**src/rtl/inst_dec_stage.sv**
```systemverilog
// RV32I decode stage: DEPTH-entry instruction queue with empty-queue bypass and a registered decode bundle.
// Define INST_DEC_STAGE_RV32M_EN to decode the M extension (mul/div/rem); otherwise funct7=0000001 is illegal.
module inst_dec_stage #(
  parameter int DEPTH = 4,
  parameter int PC_W  = 32,
  parameter int XLEN  = 32
) (
  input  logic            i_clk,
  input  logic            i_rst,
  input  logic            i_flush,
  input  logic            i_inst_valid,
  output logic            o_inst_ready,
  input  logic [31:0]     i_inst_data,
  input  logic [PC_W-1:0] i_pc,
  output logic            o_dec_valid,
  input  logic            i_dec_ready,
  output logic [PC_W-1:0] o_pc,
  output logic [4:0]      o_rd,
  output logic [4:0]      o_rs1,
  output logic [4:0]      o_rs2,
  output logic [XLEN-1:0] o_imm,
  output logic [2:0]      o_funct3,
  output logic [2:0]      o_op_mode,
  output logic [2:0]      o_func_op,
  output logic            o_unsigned,
  output logic            o_alusrc,
  output logic            o_mem_to_reg,
  output logic            o_reg_write,
  output logic            o_mem_read,
  output logic            o_mem_write,
  output logic            o_branch,
  output logic            o_jump,
  output logic            o_illegal
);

  localparam int AW = $clog2(DEPTH);
  localparam int CW = AW + 1;
  localparam int EW = PC_W + 32;
  localparam logic [CW-1:0] DEPTH_C = CW'(DEPTH);

  localparam logic [6:0] OPC_LUI    = 7'b0110111;
  localparam logic [6:0] OPC_AUIPC  = 7'b0010111;
  localparam logic [6:0] OPC_JAL    = 7'b1101111;
  localparam logic [6:0] OPC_JALR   = 7'b1100111;
  localparam logic [6:0] OPC_BRANCH = 7'b1100011;
  localparam logic [6:0] OPC_LOAD   = 7'b0000011;
  localparam logic [6:0] OPC_STORE  = 7'b0100011;
  localparam logic [6:0] OPC_OPIMM  = 7'b0010011;
  localparam logic [6:0] OPC_OP     = 7'b0110011;

  localparam logic [6:0] F7_BASE = 7'b0000000;
  localparam logic [6:0] F7_ALT  = 7'b0100000;

  localparam logic [2:0] MODE_NONE  = 3'd0;
  localparam logic [2:0] MODE_LOGIC = 3'd1;
  localparam logic [2:0] MODE_SHIFT = 3'd2;
  localparam logic [2:0] MODE_CMP   = 3'd3;
  localparam logic [2:0] MODE_ADD   = 3'd4;
`ifdef INST_DEC_STAGE_RV32M_EN
  localparam logic [6:0] F7_MULDIV = 7'b0000001;
  localparam logic [2:0] MODE_MUL  = 3'd5;
  localparam logic [2:0] MODE_DIV  = 3'd6;
  localparam logic [2:0] MODE_REM  = 3'd7;
`endif

  typedef struct packed {
    logic [4:0]  rd;
    logic [4:0]  rs1;
    logic [4:0]  rs2;
    logic [31:0] imm;
    logic [2:0]  funct3;
    logic [2:0]  op_mode;
    logic [2:0]  func_op;
    logic        is_unsigned;
    logic        alusrc;
    logic        mem_to_reg;
    logic        reg_write;
    logic        mem_read;
    logic        mem_write;
    logic        branch;
    logic        jump;
    logic        illegal;
  } dec_t;

  // ---------------------------------------------------------------------------
  // Instruction queue
  // ---------------------------------------------------------------------------
  logic [EW-1:0]   r_fifo_mem [DEPTH];
  logic [AW-1:0]   r_wr_ptr;
  logic [AW-1:0]   r_rd_ptr;
  logic [CW-1:0]   r_count;

  logic            w_can_push;
  logic            w_push;
  logic            w_out_free;
  logic            w_fifo_empty;
  logic            w_pop;
  logic            w_bypass;
  logic            w_fifo_wr;
  logic            w_load;
  logic [EW-1:0]   w_head;
  logic [EW-1:0]   w_sel_word;
  logic [PC_W-1:0] w_sel_pc;
  logic [31:0]     w_sel_inst;

  assign w_can_push   = (r_count < DEPTH_C);
  assign o_inst_ready = w_can_push;
  assign w_push       = i_inst_valid && w_can_push && !i_flush;
  assign w_out_free   = !o_dec_valid || i_dec_ready;
  assign w_fifo_empty = (r_count == '0);
  assign w_pop        = !w_fifo_empty && w_out_free && !i_flush;
  // An empty queue with a free output register lets the incoming word skip the queue.
  assign w_bypass     = w_push && w_fifo_empty && w_out_free;
  assign w_fifo_wr    = w_push && !w_bypass;
  assign w_load       = w_pop || w_bypass;

  assign w_head     = r_fifo_mem[r_rd_ptr];
  assign w_sel_word = w_pop ? w_head : {i_pc, i_inst_data};
  assign w_sel_pc   = w_sel_word[EW-1:32];
  assign w_sel_inst = w_sel_word[31:0];

  always_ff @(posedge i_clk) begin
    if (w_fifo_wr) begin
      r_fifo_mem[r_wr_ptr] <= {i_pc, i_inst_data};
    end
  end

  always_ff @(posedge i_clk) begin
    if (i_rst || i_flush) begin
      r_wr_ptr <= '0;
      r_rd_ptr <= '0;
      r_count  <= '0;
    end else begin
      if (w_fifo_wr) begin
        r_wr_ptr <= r_wr_ptr + AW'(1);
      end
      if (w_pop) begin
        r_rd_ptr <= r_rd_ptr + AW'(1);
      end
      case ({w_fifo_wr, w_pop})
        2'b10:   r_count <= r_count + CW'(1);
        2'b01:   r_count <= r_count - CW'(1);
        default: r_count <= r_count;
      endcase
    end
  end

  // ---------------------------------------------------------------------------
  // Decode of the selected word
  // ---------------------------------------------------------------------------
  logic [6:0]  w_opc;
  logic [2:0]  w_f3;
  logic [6:0]  w_f7;
  logic [4:0]  w_rd_f;
  logic [4:0]  w_rs1_f;
  logic [4:0]  w_rs2_f;
  logic [31:0] w_imm_i;
  logic [31:0] w_imm_s;
  logic [31:0] w_imm_b;
  logic [31:0] w_imm_u;
  logic [31:0] w_imm_j;
  logic        w_bad;
  dec_t        w_dec;

  assign w_opc   = w_sel_inst[6:0];
  assign w_rd_f  = w_sel_inst[11:7];
  assign w_f3    = w_sel_inst[14:12];
  assign w_rs1_f = w_sel_inst[19:15];
  assign w_rs2_f = w_sel_inst[24:20];
  assign w_f7    = w_sel_inst[31:25];

  assign w_imm_i = {{20{w_sel_inst[31]}}, w_sel_inst[31:20]};
  assign w_imm_s = {{20{w_sel_inst[31]}}, w_sel_inst[31:25], w_sel_inst[11:7]};
  assign w_imm_b = {{19{w_sel_inst[31]}}, w_sel_inst[31], w_sel_inst[7],
                    w_sel_inst[30:25], w_sel_inst[11:8], 1'b0};
  assign w_imm_u = {w_sel_inst[31:12], 12'b0};
  assign w_imm_j = {{11{w_sel_inst[31]}}, w_sel_inst[31], w_sel_inst[19:12],
                    w_sel_inst[20], w_sel_inst[30:21], 1'b0};

  // Shared OP/OP-IMM ALU class; returns {unsigned, op_mode, func_op}. alt selects SUB or SRA.
  function automatic logic [6:0] alu_base(input logic [2:0] f3, input logic alt);
    logic [6:0] r;
    case (f3)
      3'd0:    r = {1'b0, MODE_ADD, {2'b00, alt}};
      3'd1:    r = {1'b0, MODE_SHIFT, 3'd0};
      3'd2:    r = {1'b0, MODE_CMP, 3'd2};
      3'd3:    r = {1'b1, MODE_CMP, 3'd3};
      3'd5:    r = {1'b0, MODE_SHIFT, (alt ? 3'd2 : 3'd1)};
      default: r = {1'b0, MODE_LOGIC, f3};
    endcase
    return r;
  endfunction

  always_comb begin
    w_dec        = '0;
    w_dec.funct3 = w_f3;
    w_bad        = 1'b0;
    case (w_opc)
      OPC_LUI, OPC_AUIPC: begin
        w_dec.rd        = w_rd_f;
        w_dec.imm       = w_imm_u;
        w_dec.op_mode   = MODE_ADD;
        w_dec.alusrc    = 1'b1;
        w_dec.reg_write = 1'b1;
      end
      OPC_JAL: begin
        w_dec.rd        = w_rd_f;
        w_dec.imm       = w_imm_j;
        w_dec.op_mode   = MODE_ADD;
        w_dec.alusrc    = 1'b1;
        w_dec.reg_write = 1'b1;
        w_dec.jump      = 1'b1;
      end
      OPC_JALR: begin
        w_dec.rd        = w_rd_f;
        w_dec.rs1       = w_rs1_f;
        w_dec.imm       = w_imm_i;
        w_dec.op_mode   = MODE_ADD;
        w_dec.alusrc    = 1'b1;
        w_dec.reg_write = 1'b1;
        w_dec.jump      = 1'b1;
        w_bad           = (w_f3 != 3'd0);
      end
      OPC_BRANCH: begin
        w_dec.rs1         = w_rs1_f;
        w_dec.rs2         = w_rs2_f;
        w_dec.imm         = w_imm_b;
        w_dec.op_mode     = MODE_CMP;
        w_dec.func_op     = w_f3;
        w_dec.is_unsigned = w_f3[2] & w_f3[1];
        w_dec.branch      = 1'b1;
        w_bad             = (w_f3[2:1] == 2'b01);
      end
      OPC_LOAD: begin
        w_dec.rd         = w_rd_f;
        w_dec.rs1        = w_rs1_f;
        w_dec.imm        = w_imm_i;
        w_dec.op_mode    = MODE_ADD;
        w_dec.alusrc     = 1'b1;
        w_dec.reg_write  = 1'b1;
        w_dec.mem_read   = 1'b1;
        w_dec.mem_to_reg = 1'b1;
        w_bad            = (w_f3 == 3'd3) || (w_f3[2:1] == 2'b11);
      end
      OPC_STORE: begin
        w_dec.rs1       = w_rs1_f;
        w_dec.rs2       = w_rs2_f;
        w_dec.imm       = w_imm_s;
        w_dec.op_mode   = MODE_ADD;
        w_dec.alusrc    = 1'b1;
        w_dec.mem_write = 1'b1;
        w_bad           = (w_f3 > 3'd2);
      end
      OPC_OPIMM: begin
        w_dec.rd        = w_rd_f;
        w_dec.rs1       = w_rs1_f;
        w_dec.imm       = w_imm_i;
        w_dec.alusrc    = 1'b1;
        w_dec.reg_write = 1'b1;
        {w_dec.is_unsigned, w_dec.op_mode, w_dec.func_op} =
          alu_base(w_f3, (w_f3 == 3'd5) && (w_f7 == F7_ALT));
        // The upper immediate bits act as funct7 only for the shift-immediates.
        w_bad = ((w_f3 == 3'd1) && (w_f7 != F7_BASE)) ||
                ((w_f3 == 3'd5) && (w_f7 != F7_BASE) && (w_f7 != F7_ALT));
      end
      OPC_OP: begin
        w_dec.rd        = w_rd_f;
        w_dec.rs1       = w_rs1_f;
        w_dec.rs2       = w_rs2_f;
        w_dec.reg_write = 1'b1;
        if ((w_f7 == F7_BASE) ||
            ((w_f7 == F7_ALT) && ((w_f3 == 3'd0) || (w_f3 == 3'd5)))) begin
          {w_dec.is_unsigned, w_dec.op_mode, w_dec.func_op} = alu_base(w_f3, w_f7 == F7_ALT);
        end
`ifdef INST_DEC_STAGE_RV32M_EN
        else if (w_f7 == F7_MULDIV) begin
          case (w_f3[2:1])
            2'b10: begin
              w_dec.op_mode     = MODE_DIV;
              w_dec.func_op     = {2'b00, w_f3[0]};
              w_dec.is_unsigned = w_f3[0];
            end
            2'b11: begin
              w_dec.op_mode     = MODE_REM;
              w_dec.func_op     = {2'b00, w_f3[0]};
              w_dec.is_unsigned = w_f3[0];
            end
            default: begin
              w_dec.op_mode = MODE_MUL;
              w_dec.func_op = {1'b0, w_f3[1:0]};
            end
          endcase
        end
`endif
        else begin
          w_bad = 1'b1;
        end
      end
      default: w_bad = 1'b1;
    endcase

    // Illegal words keep their fields and PC for trap handling but must not act.
    if (w_bad) begin
      w_dec.op_mode     = MODE_NONE;
      w_dec.func_op     = 3'd0;
      w_dec.is_unsigned = 1'b0;
      w_dec.alusrc      = 1'b0;
      w_dec.mem_to_reg  = 1'b0;
      w_dec.reg_write   = 1'b0;
      w_dec.mem_read    = 1'b0;
      w_dec.mem_write   = 1'b0;
      w_dec.branch      = 1'b0;
      w_dec.jump        = 1'b0;
    end
    w_dec.illegal = w_bad;
  end

  // ---------------------------------------------------------------------------
  // Output bundle register; only reloaded when empty or being consumed.
  // ---------------------------------------------------------------------------
  always_ff @(posedge i_clk) begin
    if (i_rst) begin
      o_dec_valid  <= 1'b0;
      o_pc         <= '0;
      o_rd         <= '0;
      o_rs1        <= '0;
      o_rs2        <= '0;
      o_imm        <= '0;
      o_funct3     <= '0;
      o_op_mode    <= '0;
      o_func_op    <= '0;
      o_unsigned   <= 1'b0;
      o_alusrc     <= 1'b0;
      o_mem_to_reg <= 1'b0;
      o_reg_write  <= 1'b0;
      o_mem_read   <= 1'b0;
      o_mem_write  <= 1'b0;
      o_branch     <= 1'b0;
      o_jump       <= 1'b0;
      o_illegal    <= 1'b0;
    end else if (i_flush) begin
      o_dec_valid <= 1'b0;
    end else if (w_load) begin
      o_dec_valid  <= 1'b1;
      o_pc         <= w_sel_pc;
      o_rd         <= w_dec.rd;
      o_rs1        <= w_dec.rs1;
      o_rs2        <= w_dec.rs2;
      o_imm        <= XLEN'($signed(w_dec.imm));
      o_funct3     <= w_dec.funct3;
      o_op_mode    <= w_dec.op_mode;
      o_func_op    <= w_dec.func_op;
      o_unsigned   <= w_dec.is_unsigned;
      o_alusrc     <= w_dec.alusrc;
      o_mem_to_reg <= w_dec.mem_to_reg;
      o_reg_write  <= w_dec.reg_write;
      o_mem_read   <= w_dec.mem_read;
      o_mem_write  <= w_dec.mem_write;
      o_branch     <= w_dec.branch;
      o_jump       <= w_dec.jump;
      o_illegal    <= w_dec.illegal;
    end else if (i_dec_ready) begin
      o_dec_valid <= 1'b0;
    end
  end

endmodule
```
**config.mk**
```make
export PLATFORM = sky130hd
export DESIGN_NAME = inst_dec_stage
export DESIGN_NICKNAME = d
export VERILOG_FILES = /design/src/rtl/inst_dec_stage.sv
export SDC_FILE = /design/constraint.sdc
export NUM_CORES = 1
export LEC_CHECK = 0
export CAP_MARGIN = 20
export CELL_PAD_IN_SITES_DETAIL_PLACEMENT = 0
export CELL_PAD_IN_SITES_GLOBAL_PLACEMENT = 1
export CORE_ASPECT_RATIO = 0.6
export CORE_MARGIN = 1.5
export CORE_UTILIZATION = 50
export DETAILED_ROUTE_END_ITERATION = 6
export PLACE_DENSITY_LB_ADDON = 0.2
export SYNTH_ARGS = -nofsm -noshare
export SYNTH_HDL_FRONTEND = slang
export SYNTH_SLANG_ARGS = --single-unit
```
**constraint.sdc**
```tcl
create_clock -name i_clk -period 6.68 [get_ports i_clk]
set_input_delay 1.336 -clock i_clk [delete_from_list [all_inputs] [get_ports i_clk]]
set_output_delay 1.336 -clock i_clk [all_outputs]
set_load 0.05 [all_outputs]
```
==> results.md <==
- Antenna viol nets, final: 0
- Final period util: 70.78%
- Top cells by area, synth: edfxtp_1, dfxtp_1, mux4_2, nand2_1, nor2_1
- Post-Syn Nets: 1,080
- Placed Instances: 1,495
- Final hold viol count: 0
- Post-Synthesis Cells: 1,005
- Area of the multi-input gates: 0.004279 mm^2
- Worst Setup End Kind: register
- Total area of sequential cells: 0.009817 mm^2
- Chip width: 221.8 um
- Initial antenna violation count: 2
- Area Growth Syn to Fin: 22.22%
- Synth Flop Type: edfxtp_1
- RSZ-0062 raised after global routing: false
- Final WL: 36.20 mm
- Final Cell Area: 0.01756 mm^2
- Gr ovfl total: 0
- Final worst path period need: 4.728 ns
- Synth Area in XOR/XNOR: 0.3048%
- Placement Cell Area: 0.01641 mm^2
- Vias in the first global route: 8,946
- Cell accounting for the most synthesized area: edfxtp_1
- Worst EP arrival: 5.18 ns
- N_diodes: 0
- YS warnings: 0
- Setup TNS: 0 ns
- Die H: 134.3 um
- I/O Buffers: 167
- Hold depth: 2
- Count of different cell masters after synthesis: 65
- Multiplexer share of the synthesized area: 10.80%
- Initial Util: 51.54%
- FP Rows: 47
- Die ar.: 0.02979 mm^2
- Pwr/cell area: 268.4 mW/mm^2
- MaxCap Viol Count: 0
- Relative slew slack: 45.83%
- Post-DP HPWL: 23.76 mm
- Crit path required time: 7.13 ns
- WL per Instance: 23.26 um
- Simple-Gate Fraction of Synth Area: 9.040%
- Placer Congestion: 0.8624
- Avg Vias per Cell: 5.862
- Max reg flops: 256
- Crit-path leading delay family: compound AO/OA/AOI/OAI gates
- CP startpoint kind: input pin
- Seq cells post-synth: 362
- Cell count along the critical path: 10
- First-pass GRT wire length: 55.49 mm
- H-tree Lvls: 2
- CTS Buf Count: 34
- Max clock buf depth: 3
- Core area: 0.02787 mm^2
- Hold-fix buffers at CTS: 0
- CTS tree: built
- Clock Sink Count: 362
- Number of primary I/O pins: 168
- Largest family of logic cells by synthesized area: multiplexers
- # Post-CTS Setup Buffers: 0
- # setup viols final: 0
- Post-CTS sizing: 0
- Number of synthesized flops with an enable pin: 256
- Worst Tran Pin Value: 0.8125 ns
- Clk Latency, worst-skew pair: 0.53 ns
- Commonest cells post-synth: edfxtp_1, nand2_1, dfxtp_1
- Status: finished clean
- Crit Path Category: input pin to register
- Peak VDD IR: 193.5 uV
- Biggest regs: r_fifo_mem (256), o_imm (32), o_pc (32)
- DR iter-0 viols: 836
- DRC Markers: 0
- Clock root cell: clkbuf_16
- Register with the most flip-flops: r_fifo_mem
- Max incr delay on CP: 0.78 ns
- Synthesized cell area: 0.01437 mm^2
- Most common cell in the netlist: edfxtp_1
- NumNets Final: 1,239
- Critical path's slowest cell: o41ai_2
- Largest net degree at the start of global routing: 62
- Post-route insts no fill: 1,556
- R2R setup slack: 2.52 ns
- Synth top area share: 53.51%
- Via count: 9,121
- CP max FO: 26
- Number of fillers in the final layout: 2,118
- Asr flop ratio synth: 0%
- First drt pass iteration count: 5
- Compound-cell area share of the yosys netlist: 8.866%
- Adder-cell area share of the yosys netlist: 0.5748%
- Final slew viol count: 0
- Buf/Inv on CP: 3
- Global-route usage over all layers: 24.86%
- Clock skew: 0.03389 ns
- Worst-path clk slew: 0.07 ns
- Fin Hold WS: 0.4558 ns
- Share of cells above drive strength 1: 13.20%
- Worst min path class: register to register
- Seq/Total Area, Yosys: 68.28%
- LEAKAGE: 5.753 nW
- CP Cell Sequence: clkdlybuf4s50_1 -> inv_1 -> nand3_2 -> buf_4 -> o41ai_2 -> nand2_1 -> o2111a_1 -> a311o_1 -> or3_4 -> o31ai_4
- Fmax: 211.5 MHz
- Syn_area_per_cell: 14.29 um^2
- Worst R2R Path Depth: 7
-- where the power goes --
group / internal, W / switching [W] / leakage [nW] / total [W]
registers: 0.00242 / 0.0000116 / 3.16 / 0.00243
logic: 0.0000949 / 0.000176 / 2.02 / 0.000271
clock network: 0.00118 / 0.000837 / 0.564 / 0.00201
-- worst register-to-register path, cell delays in order, from the launching register on --
cell	delay, ns
dfxtp_4	0.81
mux4_2	0.73
o41ai_2	0.72
nand2_1	0.47
o2111a_1	0.25
a311o_1	0.45
or3_4	0.47
o31ai_4	0.18
-- cells in the final DEF (no fill, tap or decap), drive strengths merged, types with 3 or more instances in the layout --
cell           netlist  final
o211ai               3      3
a22oi               12     12
mux2i               11     11
nand3               10     10
a311oi              33     33
a22o                15     15
o21ai               33     33
dfxtp              106    106
or3                  4      4
buf                 16     19
nand2              165    165
a2bb2oi              5      5
nor4                 3      3
nor2b                7      7
a21oi               24     24
ha                   5      5
mux4                63     63
o21a                 4      4
clkbuf              46     46
or2                  4      4
clkdlybuf4s50        0    166
o31ai               10     10
edfxtp             256    256
inv                 14     16
a211oi               4      4
a21boi               4      4
nor2                85     85
and2                 7      7
bufinv               0      4
nand4                3      3
nand2b               4      4
xor2                 3      3
clkinv               0      8
nor3                11     11
a221oi               4      4
-- per-layer routing --
layer | global-route usage (%) | vias up | wire, um
met3 | 5.915 | 43 | 3242
met2 | 35.62 | 359 | 15400
met1 | 38.76 | 4557 | 17080
met5 | 0 | - | 14
li1 | - | 4160 | -
met4 | 4.795 | 2 | 453
-- path summary, 6_finish.rpt --
| path | from | end |
|---|---|---|
| worst max-delay path | i_flush | o_mem_to_reg$_SDFFE_PP0P_ |
| worst min-delay path | o_op_mode[1]$_SDFFE_PP0P_ | o_op_mode[1]$_SDFFE_PP0P_ |
| worst max register to register | register | o_mem_to_reg$_SDFFE_PP0P_ |
| worst min register to register | o_op_mode[1]$_SDFFE_PP0P_ | o_op_mode[1]$_SDFFE_PP0P_ |
-- metrics by stage --
stage | setup slack (ns) | utilization [%] | total power [W]
after floorplan | 2.289 | - | 0.002613
after global placement | 1.625 | 58.87 | 0.002743
after detailed placement | 1.498 | 58.87 | 0.002746
after CTS | 2.023 | 62.99 | 0.004738
after global routing | 1.746 | 62.99 | 0.004849
final | 1.952 | 62.99 | 0.004712
-- kinds of logic (layout without fill, tap and decap cells) --
| logic type | after synthesis | after routing |
|---|---|---|
| compound gates | 171 | 171 |
| xor+xnor | 5 | 5 |
| fa+ha+maj | 6 | 6 |
| buf+inv | 76 | 260 |
| flops | 362 | 362 |
| mux | 76 | 76 |
| simple gates | 309 | 309 |
-- cell type report --
class,instances,share of cell area [%]
multi-input cells,567,24.37
well taps,367,2.615
clock buffers,46,5.508
inverters,14,0.2993
flip-flops and latches,362,55.91
repair buffers,185,10.26
clock inverters,15,1.033
Power figures use the tool's default switching activity.
